## src/rtl/systolic_array_controller.sv

```systemverilog
// Job sequencer for an ARRAY_DIM x ARRAY_DIM systolic PE grid: clear, feed, drain, row readout.
// Optional build macro SYSTOLIC_CTRL_PERF_EN adds busy-cycle and read-stall counters.
module systolic_array_controller #(
  parameter int ARRAY_DIM    = 4,
  parameter int K_WIDTH      = 8,
  parameter int DRAIN_CYCLES = 8,
  parameter int ROW_W        = (ARRAY_DIM > 1) ? $clog2(ARRAY_DIM) : 1
) (
  input  logic               i_clk,
  input  logic               i_reset,
  input  logic               i_start,
  input  logic [K_WIDTH-1:0] i_k_len,
  output logic               o_busy,
  output logic               o_done,
  output logic               o_pe_clear,
  output logic [K_WIDTH-1:0] o_feed_idx,
  output logic               o_feed_valid,
  output logic               o_pe_done_flag,
  output logic [ROW_W-1:0]   o_rd_row,
  output logic               o_rd_valid,
  input  logic               i_rd_ready
`ifdef SYSTOLIC_CTRL_PERF_EN
  ,
  output logic [31:0]        o_perf_cycles,
  output logic [15:0]        o_perf_stall
`endif
);

  // Counter is wide enough for k_len plus the full skew span without wrapping.
  localparam int CW = K_WIDTH + ROW_W + 1;
  localparam logic [CW-1:0]    SKEW_SPAN  = CW'(2 * (ARRAY_DIM - 1));
  localparam logic [CW-1:0]    DRAIN_LAST = CW'(DRAIN_CYCLES - 1);
  localparam logic [ROW_W-1:0] ROW_LAST   = ROW_W'(ARRAY_DIM - 1);

  typedef enum logic [2:0] {
    ST_IDLE  = 3'd0,
    ST_CLEAR = 3'd1,
    ST_FEED  = 3'd2,
    ST_DRAIN = 3'd3,
    ST_READ  = 3'd4,
    ST_DONE  = 3'd5
  } state_t;

  state_t             r_state, w_state_nxt;
  logic [CW-1:0]      r_cnt, w_cnt_nxt;
  logic [ROW_W-1:0]   r_row, w_row_nxt;
  logic [K_WIDTH-1:0] r_k, w_k_nxt;
  logic [CW-1:0]      w_feed_last;
  logic               w_in_feed;
  logic               w_feed_live;
  logic [K_WIDTH-1:0] w_feed_idx;

  assign w_feed_last = CW'(r_k) + SKEW_SPAN - CW'(1'b1);
  assign o_rd_row    = r_row;

  // Next-state and counter sequencing.
  always_comb begin
    w_state_nxt = r_state;
    w_cnt_nxt   = r_cnt;
    w_row_nxt   = r_row;
    w_k_nxt     = r_k;
    case (r_state)
      ST_IDLE: begin
        if (i_start && (i_k_len != {K_WIDTH{1'b0}})) begin
          w_state_nxt = ST_CLEAR;
          w_k_nxt     = i_k_len;
          w_cnt_nxt   = {CW{1'b0}};
        end else begin
          w_state_nxt = ST_IDLE;
        end
      end
      ST_CLEAR: begin
        w_state_nxt = ST_FEED;
        w_cnt_nxt   = {CW{1'b0}};
      end
      ST_FEED: begin
        if (r_cnt == w_feed_last) begin
          w_state_nxt = ST_DRAIN;
          w_cnt_nxt   = {CW{1'b0}};
        end else begin
          w_cnt_nxt = r_cnt + CW'(1'b1);
        end
      end
      ST_DRAIN: begin
        if (r_cnt == DRAIN_LAST) begin
          w_state_nxt = ST_READ;
          w_cnt_nxt   = {CW{1'b0}};
          w_row_nxt   = {ROW_W{1'b0}};
        end else begin
          w_cnt_nxt = r_cnt + CW'(1'b1);
        end
      end
      ST_READ: begin
        if (i_rd_ready) begin
          if (r_row == ROW_LAST) begin
            w_state_nxt = ST_DONE;
          end else begin
            w_row_nxt = r_row + ROW_W'(1'b1);
          end
        end else begin
          w_row_nxt = r_row;
        end
      end
      ST_DONE: begin
        w_state_nxt = ST_IDLE;
        w_row_nxt   = {ROW_W{1'b0}};
      end
      default: begin
        w_state_nxt = ST_IDLE;
        w_cnt_nxt   = {CW{1'b0}};
        w_row_nxt   = {ROW_W{1'b0}};
      end
    endcase
  end

  // Feed outputs decoded from the upcoming state so they can be registered.
  always_comb begin
    w_in_feed   = (w_state_nxt == ST_FEED);
    w_feed_live = w_in_feed && (w_cnt_nxt < CW'(r_k));
    if (!w_in_feed) begin
      w_feed_idx = {K_WIDTH{1'b0}};
    end else if (w_feed_live) begin
      w_feed_idx = w_cnt_nxt[K_WIDTH-1:0];
    end else begin
      w_feed_idx = r_k - 1'b1;
    end
  end

  // State, counters and registered outputs.
  always_ff @(posedge i_clk) begin
    if (i_reset) begin
      r_state        <= ST_IDLE;
      r_cnt          <= {CW{1'b0}};
      r_row          <= {ROW_W{1'b0}};
      r_k            <= {K_WIDTH{1'b0}};
      o_busy         <= 1'b0;
      o_done         <= 1'b0;
      o_pe_clear     <= 1'b0;
      o_feed_idx     <= {K_WIDTH{1'b0}};
      o_feed_valid   <= 1'b0;
      o_pe_done_flag <= 1'b0;
      o_rd_valid     <= 1'b0;
    end else begin
      r_state        <= w_state_nxt;
      r_cnt          <= w_cnt_nxt;
      r_row          <= w_row_nxt;
      r_k            <= w_k_nxt;
      o_busy         <= (w_state_nxt != ST_IDLE);
      o_done         <= (w_state_nxt == ST_DONE);
      o_pe_clear     <= (w_state_nxt == ST_CLEAR);
      o_feed_idx     <= w_feed_idx;
      o_feed_valid   <= w_feed_live;
      o_pe_done_flag <= w_in_feed && (w_cnt_nxt == w_feed_last);
      o_rd_valid     <= (w_state_nxt == ST_READ);
    end
  end

`ifdef SYSTOLIC_CTRL_PERF_EN
  logic w_accept;
  assign w_accept = (r_state == ST_IDLE) && (w_state_nxt == ST_CLEAR);

  // Saturating job-cycle and read-stall counters, cleared when a job is accepted.
  always_ff @(posedge i_clk) begin
    if (i_reset || w_accept) begin
      o_perf_cycles <= 32'h0000_0000;
      o_perf_stall  <= 16'h0000;
    end else begin
      if (o_busy && (o_perf_cycles != 32'hFFFF_FFFF)) begin
        o_perf_cycles <= o_perf_cycles + 32'd1;
      end
      if ((r_state == ST_READ) && !i_rd_ready && (o_perf_stall != 16'hFFFF)) begin
        o_perf_stall <= o_perf_stall + 16'd1;
      end
    end
  end
`endif

endmodule

```

## config.mk

```make
export PLATFORM = sky130hd
export DESIGN_NAME = systolic_array_controller
export DESIGN_NICKNAME = d
export VERILOG_FILES = /design/src/rtl/systolic_array_controller.sv
export SDC_FILE = /design/constraint.sdc
export NUM_CORES = 1
export LEC_CHECK = 0
export CORE_MARGIN = 2
export CORE_UTILIZATION = 40
export DETAILED_ROUTE_END_ITERATION = 12
export DONT_BUFFER_PORTS = 1
export PLACE_DENSITY_LB_ADDON = 0.15
export SYNTH_ARGS = -nofsm -noshare
export SYNTH_HDL_FRONTEND = slang
export SYNTH_SLANG_ARGS = --single-unit
```

## constraint.sdc

```tcl
create_clock -name i_clk -period 7.3 [get_ports i_clk]
set_input_delay 2.19 -clock i_clk [delete_from_list [all_inputs] [get_ports i_clk]]
set_output_delay 2.19 -clock i_clk [all_outputs]
set_load 0.05 [all_outputs]
```

Word level (Yosys, flattened, before mapping) --
Cells that the tools add are included.
Storage, ports and cells: bits in registers 38, input port bits 12, output and inout bits 16
Operators by class: add/sub/neg operators 5, order comparisons 1, eq/ne operators 16, muxes and demuxes 15, bitwise operators 2, reductions and logical operators 11
Operators by type and width (number):
- 11-bit case mux with 4 select lines | 1
- 11-bit 2-to-1 mux | 3
- 11-bit == test | 2
- 3-bit case mux with 5 select lines | 1
- 3-bit == test (second input constant) | 4
- 3-bit 2-to-1 mux | 4
- 11-bit by 1-bit adder with 11-bit output (second input constant) | 1
- 11-bit by 3-bit == test with 1-bit output (second input constant) | 1
- 11-bit by 8-bit less-than comparator with 1-bit output | 1
- 9-bit by 1-bit subtractor with 10-bit output (second input constant) | 1
- 8-bit by 3-bit adder with 9-bit output (second input constant) | 1
- 3-bit by 2-bit == test with 1-bit output (second input constant) | 3
- 8-bit 2-to-1 mux | 1
- 8-bit nonzero test | 1
- 8-bit by 1-bit subtractor with 8-bit output (second input constant) | 1
- 3-bit by 1-bit == test with 1-bit output (second input constant) | 2
- 2-bit 2-to-1 mux | 3
- 2-bit inequality test (second input constant) | 3
- 2-bit case mux with 3 select lines | 1
- 4-bit AND reduction | 1
- 2-bit OR reduction | 2
- 1-bit logical AND | 3
- 3-bit logical NOT | 1
- 3-bit nonzero test | 1
- 6 further kinds | 7

Logic depth before layout (Yosys ltp) --
Gate-level depths: netlist of run 1.
depth after elaboration 8, depth in mapped cells 21, mapped depth without buffers 19

Least setup slack after synthesis of run 1 --
No wires, ideal clock.
kind in2reg, from input i_k_len[4], to register o_feed_idx[2], data arrival time 5444 ps, required time 7179 ps, path slack 1736 ps, cell stages on the path 18, buffers on the path 3, path through or4_1 o21ai_0 a21o_1 buf_2 buf_1 a32oi_1 inv_1 ha_1 nor2b_1 o21ai_0 nand2b_1 a21oi_1 nor2b_1 o21ai_0 a21oi_1 clkbuf_1 nor2_1 mux2_2
On the way: longest elaborated chain between the ends 7, elaborated cells on any way between the ends 12, classes of those cells 1 x order compare; 1 x eq/ne; 5 x mux; 1 x bitwise; 4 x reduce/logical
RTL lines:
- start: declaration | line 12 | input logic [K_WIDTH-1:0] i_k_len,
- 8-bit nonzero test | line 64 | if (i_start && (i_k_len != {K_WIDTH{1'b0}})) begin
- 1-bit logical AND | line 64
- 11-bit 2-to-1 mux | line 64
- 11-bit case mux with 4 select lines | line 62 | case (r_state)
- net w_cnt_nxt[1] | line 45 | logic [CW-1:0] r_cnt, w_cnt_nxt;
- 11-bit by 8-bit less-than comparator with 1-bit output | line 119 | w_feed_live = w_in_feed && (w_cnt_nxt < CW'(r_k));
- 1-bit logical AND | line 119
- 8-bit 2-to-1 mux | line 122 | end else if (w_feed_live) begin
- end signal: assignment | line 139 | o_feed_idx <= {K_WIDTH{1'b0}};
- end signal: assignment | line 151 | o_feed_idx <= w_feed_idx;
- end: declaration | line 16 | output logic [K_WIDTH-1:0] o_feed_idx,
The timed path passes the listed nets, and every way through them passes these cells. A chain may end at the register's enable or synchronous reset.

Worst setup path in the final report of run 1 --
from input i_k_len[0], to register o_feed_idx[2]
The elaborated chain is that of the path after synthesis.

==> results of run 1 <==
[worst reg2reg max path, cell delays in order, from the launching register on]
cell	delay (ps)
dfxtp_1	570
ha_1	400
o2111ai_4	210
or4b_1	570
o311ai_2	180
nand3_1	410
a32oi_1	500
inv_1	100
ha_1	280
nor2b_1	110
o21ai_0	80
nand2b_1	80
a21oi_1	60
nor2b_1	110
o21ai_0	80
a21oi_1	630
nor2_1	260
mux2_2	330
[cells in the mapped netlist (3+ instances only)]
cell type  instances  area [um2]
and3_1             6        37.5
inv_1             15        56.3
nor2_1            28         105
ha_1              12         150
nor3b_1            3        22.5
buf_2              5        25.0
a21oi_1           29         145
or3_1              4        25.0
nand4_1            4        25.0
nand2b_1           3        18.8
or4_1              6        45.0
clkbuf_1          12        45.0
nor2b_1           11        68.8
o21ai_0           17        85.1
o21a_1             3        22.5
nand3_1           21         105
a2111oi_0          4        35.0
a31oi_1            4        25.0
xnor2_1           21         184
xor2_1             6        52.6
nor3_1            17        85.1
nor4_1             5        31.3
nand2_1           24        90.1
dfxtp_1           38         761
o31ai_1            3        22.5
a211oi_1           5        37.5
[cell families after synthesis]
logic type	after synthesis	synth area share (%)
and+or+nand+nor	143	28.5
AOI/OAI and AO/OA	84	20.3
buffers and inverters	40	6.55
DFF	38	27.7
xor gates and xnor gates	29	10.0
adders and majority gates	12	5.46
muxes	4	1.55
[cell type report]
class / count / area share, %
Tap cell: 80 / 3.55
Clock buffer: 7 / 3.06
Clock inverter: 1 / 0.177
Sequential cell: 38 / 27.0
Multi-Input combinational cell: 272 / 64.1
Inverter: 16 / 2.13
[how the worst max path moves through the flow]
stage                     slack [ps]  cells after the start        from       endpoint
final                           1620                     15  i_k_len[0]  o_feed_idx[2]
after global routing            1300                     15  i_k_len[0]  o_feed_idx[2]
after CTS                       1710                     15  i_k_len[0]  o_feed_idx[2]
after detailed placement        1420                     15  i_k_len[0]  o_feed_idx[2]
after global placement          1430                     15  i_k_len[0]  o_feed_idx[2]
after floorplan                 1740                     18  i_k_len[4]  o_feed_idx[2]
[power groups by stage]
stage / Sequential (uW) / Clock, uW / Combinational, uW
after global placement: 248 / 0 / 100
final: 243 / 153 / 101
after detailed placement: 248 / 0 / 99.3
after floorplan: 242 / 0 / 90.0
after CTS: 243 / 158 / 99.8
after global routing: 245 / 164 / 114
[per-layer routing]
layer  part of all wire [%]  track usage (%)  up-vias
li1                       -                -     1225
met1                     46             27.4     1162
met2                     46             32.1      109
met3                    6.0             3.13       12
met4                    2.0             5.82        0
met5                      0                0        -
[state kept, by name, indices dropped and copies added (netlist names)]
signal,count
r_cnt,11
o_feed_idx,8
r_k,8
r_state,3
o_rd_row,2
o_busy,1
o_done,1
o_feed_valid,1
o_pe_clear,1
o_pe_done_flag,1
o_rd_valid,1
[per-stage QoR]
step | std cells | util, % | instance area [um2] | hold slack [ps]
after floorplan | 350 | - | 2750 | 476
after global placement | 406 | 40.6 | 2730 | 502
after detailed placement | 406 | 40.6 | 2730 | 503
after CTS | 414 | 42.0 | 2820 | 516
after global routing | 414 | 42.0 | 2820 | 562
final | 414 | 42.0 | 2820 | 513
==> run_results.csv, run 1 <==
group,metric,value,unit
global_route,grt_pass1_vias,2368,
cells_and_area,synthToLayoutAreaGrowth,2.59,%
clocking,post_cts_buffers,0,
place,gp_congestion,0.879,
worst_setup_path,worstPathMaxFanout,17,
sta,finClkSkew,9.75,ps
cells_and_area,fin_nets,357,
pwr,p_switching,166,uW
global_route,overflow,0,
clocking,cts_sinks,38,
worst_hold_path,holdPathEnd,"r_cnt[10]",
sta,period_minus_slack,5680,ps
die,die_h,86.9,um
detailed_routing,drt-initial-drc-count,194,
synth,syn-instance-count,350,
pwr,p_sw_share,33.4,%
synth,synth_cell_types,61,
worst_setup_path,rr_startpoint,"r_k[0]",
sta,tns,0,ps
die,core,6720,um2
worst_setup_path,crit_slowest_cell,"a21o_1",
place,hpwl,5240,um
sta,timing.final.crit_share,77.8,%
pwr,p_leak,0.000981,uW
clocking,insertion_delay,290,ps
worst_setup_path,r2r_slack,2230,ps
detailed_routing,viasPerCell,6.06,
synth,syn_nets,374,
worst_setup_path,cpLargestDelayFamily,"compound AO/OA/AOI/OAI gates",
worst_hold_path,hold-path-cell-count,2,
synth,synth_area,2750,um2
global_route,grt_max_degree,28,
clocking,cts_resized,0,
worst_hold_path,holdCritStartpoint,"r_cnt[10]",
detailed_routing,routedWlPerCell,17.6,um
die,dieArea,7550,um2
die,row_count,30,
synth,synth_seq_cells,38,
pwr,pwr-share-clk,30.8,%
global_route,grt_pass1_wl,11900,um
sta,fmax,176,MHz
global_route,grtUsageTotal,19.9,%
worst_setup_path,arrival,5860,ps
clocking,tritoncts,"built",
synth,yosysWarnings,0,
sta,slew_viol_final,0,
pwr,p_comb_share,20.4,%
clocking,numCtsBuffers,5,
detailed_routing,vias,2508,
detailed_routing,drt-pass1-iter-count,5,
status,status,"finished clean",
cells_and_area,final_common_cell,"dfxtp_1",
clocking,cts.htree.levels,2,
place,pre_cts_ws,1420,ps
worst_setup_path,rr_endpoint,"o_feed_idx[2]",
pwr,seq_power_share,48.9,%
synth,ys.flop_type,"dfxtp_1",
die,die_w,86.9,um
cells_and_area,nFillCells,687,
pwr,power,498,uW
worst_setup_path,end_kind,"flop",
sta,hold_viol,0,
sta,fin_ws,1620,ps
sta,rsz0062_at_grt,"no",
cells_and_area,diodes,0,
worst_setup_path,cpPeakStageDelay,550,ps
place,numPortBuffers,0,
sta,slew_headroom,23.5,%
worst_setup_path,cp_num_buf_inv,1,
detailed_routing,drc,0,
sta,setup_viol,0,
cells_and_area,multi_input_area,1810,um2
cells_and_area,layout_common_cells,"dfxtp_1, a21oi_1, nor2_1",
die,start_util,40.9,%
synth,synth_edf_count,0,
worst_setup_path,reg2reg_depth,17,
worst_setup_path,crit_top_cell,"o21ai_0",
worst_setup_path,required,7490,ps
worst_setup_path,crit_type,"input port to flop",
worst_setup_path,start_kind,"input port",
pwr,intPower,331,uW
synth,postSynth.asyncResetShare,0,%
synth,avgSynthCellArea,7.86,um2
worst_setup_path,crit_chain,"or4_1 -> o21ai_0 -> a21o_1 -> a32oi_1 -> inv_1 -> ha_1 -> nor2b_1 -> o21ai_0 -> nand2b_1 -> a21oi_1 -> nor2b_1 -> o21ai_0 -> a21oi_1 -> nor2_1 -> mux2_2",
clocking,postCtsHoldBufs,0,
die,ios,28,
detailed_routing,routed_wl,7310,um
global_route,antenna_found_initial,0,
clocking,path_clk_slew,80,ps
worst_hold_path,hold_class,"flop to flop",
cells_and_area,seq_area,761,um2
pwr,p_per_area,176,nW/um2
clocking,cts_max_path_buffers,2,
sta,worstMarginPinSlew,1140,ps
clocking,root_buffer,"clkbuf_8",
synth,ys_seq_area_share,27.7,%
pwr,ir_drop,0.113,mV
detailed_routing,drtAntennaViolNets,0,
flow_run,cap_violations,0,
cells_and_area,layout-drive-gt1-share,7.19,%
Note: power is estimated with default switching activity, not from simulation.
==> inputs of run 2 (changes only) <==
clock period = 4.6 ns   (was 7.3 ns; I/O delays follow)
==> run_results.csv, run 2 (synthesized netlist as in run 1, its figures left out) <==
group,metric,value,unit
detailed_routing,drt-pass1-iter-count,4,
pwr,ir_drop,0.173,mV
clocking,cts_max_path_buffers,2,
cells_and_area,layout_common_cells,"dfxtp_1, a21oi_1, nor2_1",
place,gp_congestion,0.863,
sta,fin_ws,365,ps
global_route,overflow,0,
worst_setup_path,crit_type,"flop to flop",
clocking,path_clk_slew,80,ps
detailed_routing,drt-initial-drc-count,168,
cells_and_area,final_common_cell,"dfxtp_1",
sta,timing.final.crit_share,92.1,%
global_route,grt_max_degree,28,
sta,finClkSkew,7.57,ps
sta,fmax,236,MHz
cells_and_area,largest-register,"r_cnt",
sta,whs,510,ps
status,status,"finished clean",
detailed_routing,drtAntennaViolNets,0,
sta,slew_viol_final,0,
cells_and_area,instances_no_fill,436,
die,ios,28,
place,hpwl,5640,um
pwr,p_leak,0.00109,uW
clocking,postCtsHoldBufs,0,
cells_and_area,layout-drive-gt1-share,14.0,%
global_route,grt_pass1_wl,12300,um
sta,worstMarginPinSlew,673,ps
clocking,tritoncts,"built",
detailed_routing,routed_wl,7430,um
worst_setup_path,end_kind,"flop",
global_route,antenna_found_initial,0,
cells_and_area,seq_area,762,um2
place,dp_cells,428,
cells_and_area,fin_nets,379,
clocking,root_buffer,"clkbuf_8",
detailed_routing,viasPerCell,5.76,
clocking,numCtsBuffers,5,
cells_and_area,diodes,0,
detailed_routing,drc,0,
clocking,cts.htree.levels,2,
die,dieArea,7550,um2
place,pre_cts_ws,83.4,ps
worst_setup_path,start_kind,"flop",
cells_and_area,largest_reg_flops,11,
global_route,grtUsageTotal,21.0,%
die,core,6720,um2
pwr,p_per_area,274,nW/um2
cells_and_area,utilization,44.6,%
sta,period_minus_slack,4240,ps
cells_and_area,nFillCells,689,
cells_and_area,multi_input_area,1820,um2
clocking,cts_sinks,38,
detailed_routing,routedWlPerCell,17.0,um
global_route,grt_pass1_vias,2435,
sta,hold_viol,0,
die,die_h,86.9,um
worst_hold_path,hold_class,"flop to flop",
die,row_count,30,
die,start_util,40.9,%
worst_setup_path,worstPathMaxFanout,7,
sta,setup_viol,0,
cells_and_area,synthToLayoutAreaGrowth,9.01,%
cells_and_area,largest_registers,"r_cnt (11), o_feed_idx (8), r_k (8)",
flow_run,cap_violations,0,
die,die_w,86.9,um
place,numPortBuffers,0,
worst_setup_path,required,4800,ps
detailed_routing,vias,2512,
clocking,insertion_delay,300,ps
cells_and_area,final_design_area_no_fill,3000,um2
worst_setup_path,arrival,4430,ps
sta,slew_headroom,54.9,%
place,placed_area,2900,um2
==> run 2: timing repair <==
item / CTS / global route
endpoints found under the setup margin: 0 / 7
gates resized for setup: 0 / 2
setup buffers: 0 / 0
==> run 2: where the power goes <==
part	internal (uW)	switching, uW	leakage [uW]
logic	77.9	103	0.000731
registers	343	42.5	0.000309
clock network	121	134	0.0000472
==> run 2: path summary, 6_finish.rpt <==
kind                            slack [ps]             to  depth (start not counted)  startpoint
worst max-delay path                   360  o_feed_idx[2]                         19      r_k[0]
worst min-delay path                   510         r_k[1]                          2      r_k[1]
worst max register to register         360  o_feed_idx[2]                         19      r_k[0]
worst min register to register         510         r_k[1]                          2      r_k[1]
==> run 2: stage by stage <==
stage,total power [uW],setup TNS (ps)
2_1_floorplan,528,0
3_3_place_gp,573,0
3_5_place_dp,572,0
4_1_cts,827,0
5_1_grt,866,-173
6_report,821,0
==> run 2: area by class of cell <==
cell class / instances / share of cell area [%]
timing repair buffer: 22 / 5.51
clock inverter: 2 / 0.417
sequential: 38 / 25.4
tap: 80 / 3.34
inverter: 16 / 2.00
clock buffer: 6 / 2.75
multi-input combinational: 272 / 60.6
==> run 2: routing by layer <==
layer	GRT usage, %	share of wire [%]
met4	5.54	1.2
met2	34.4	46
met1	28.9	48
met5	0	0
met3	3.13	4.8
==> run 2: worst max-delay path, stage by stage (launching register included) <==
cell	delay (ps)
dfxtp_1	370
ha_1	260
buf_4	170
xnor2_1	340
xnor2_1	160
o21ai_1	110
nor4_4	210
and3_1	330
nor2_1	100
a211oi_1	330
a21oi_1	120
ha_1	300
o21ai_0	70
nand2b_1	80
a21oi_1	180
nor2b_1	70
o21ai_0	200
a21oi_2	150
nor2_2	220
mux2_2	350
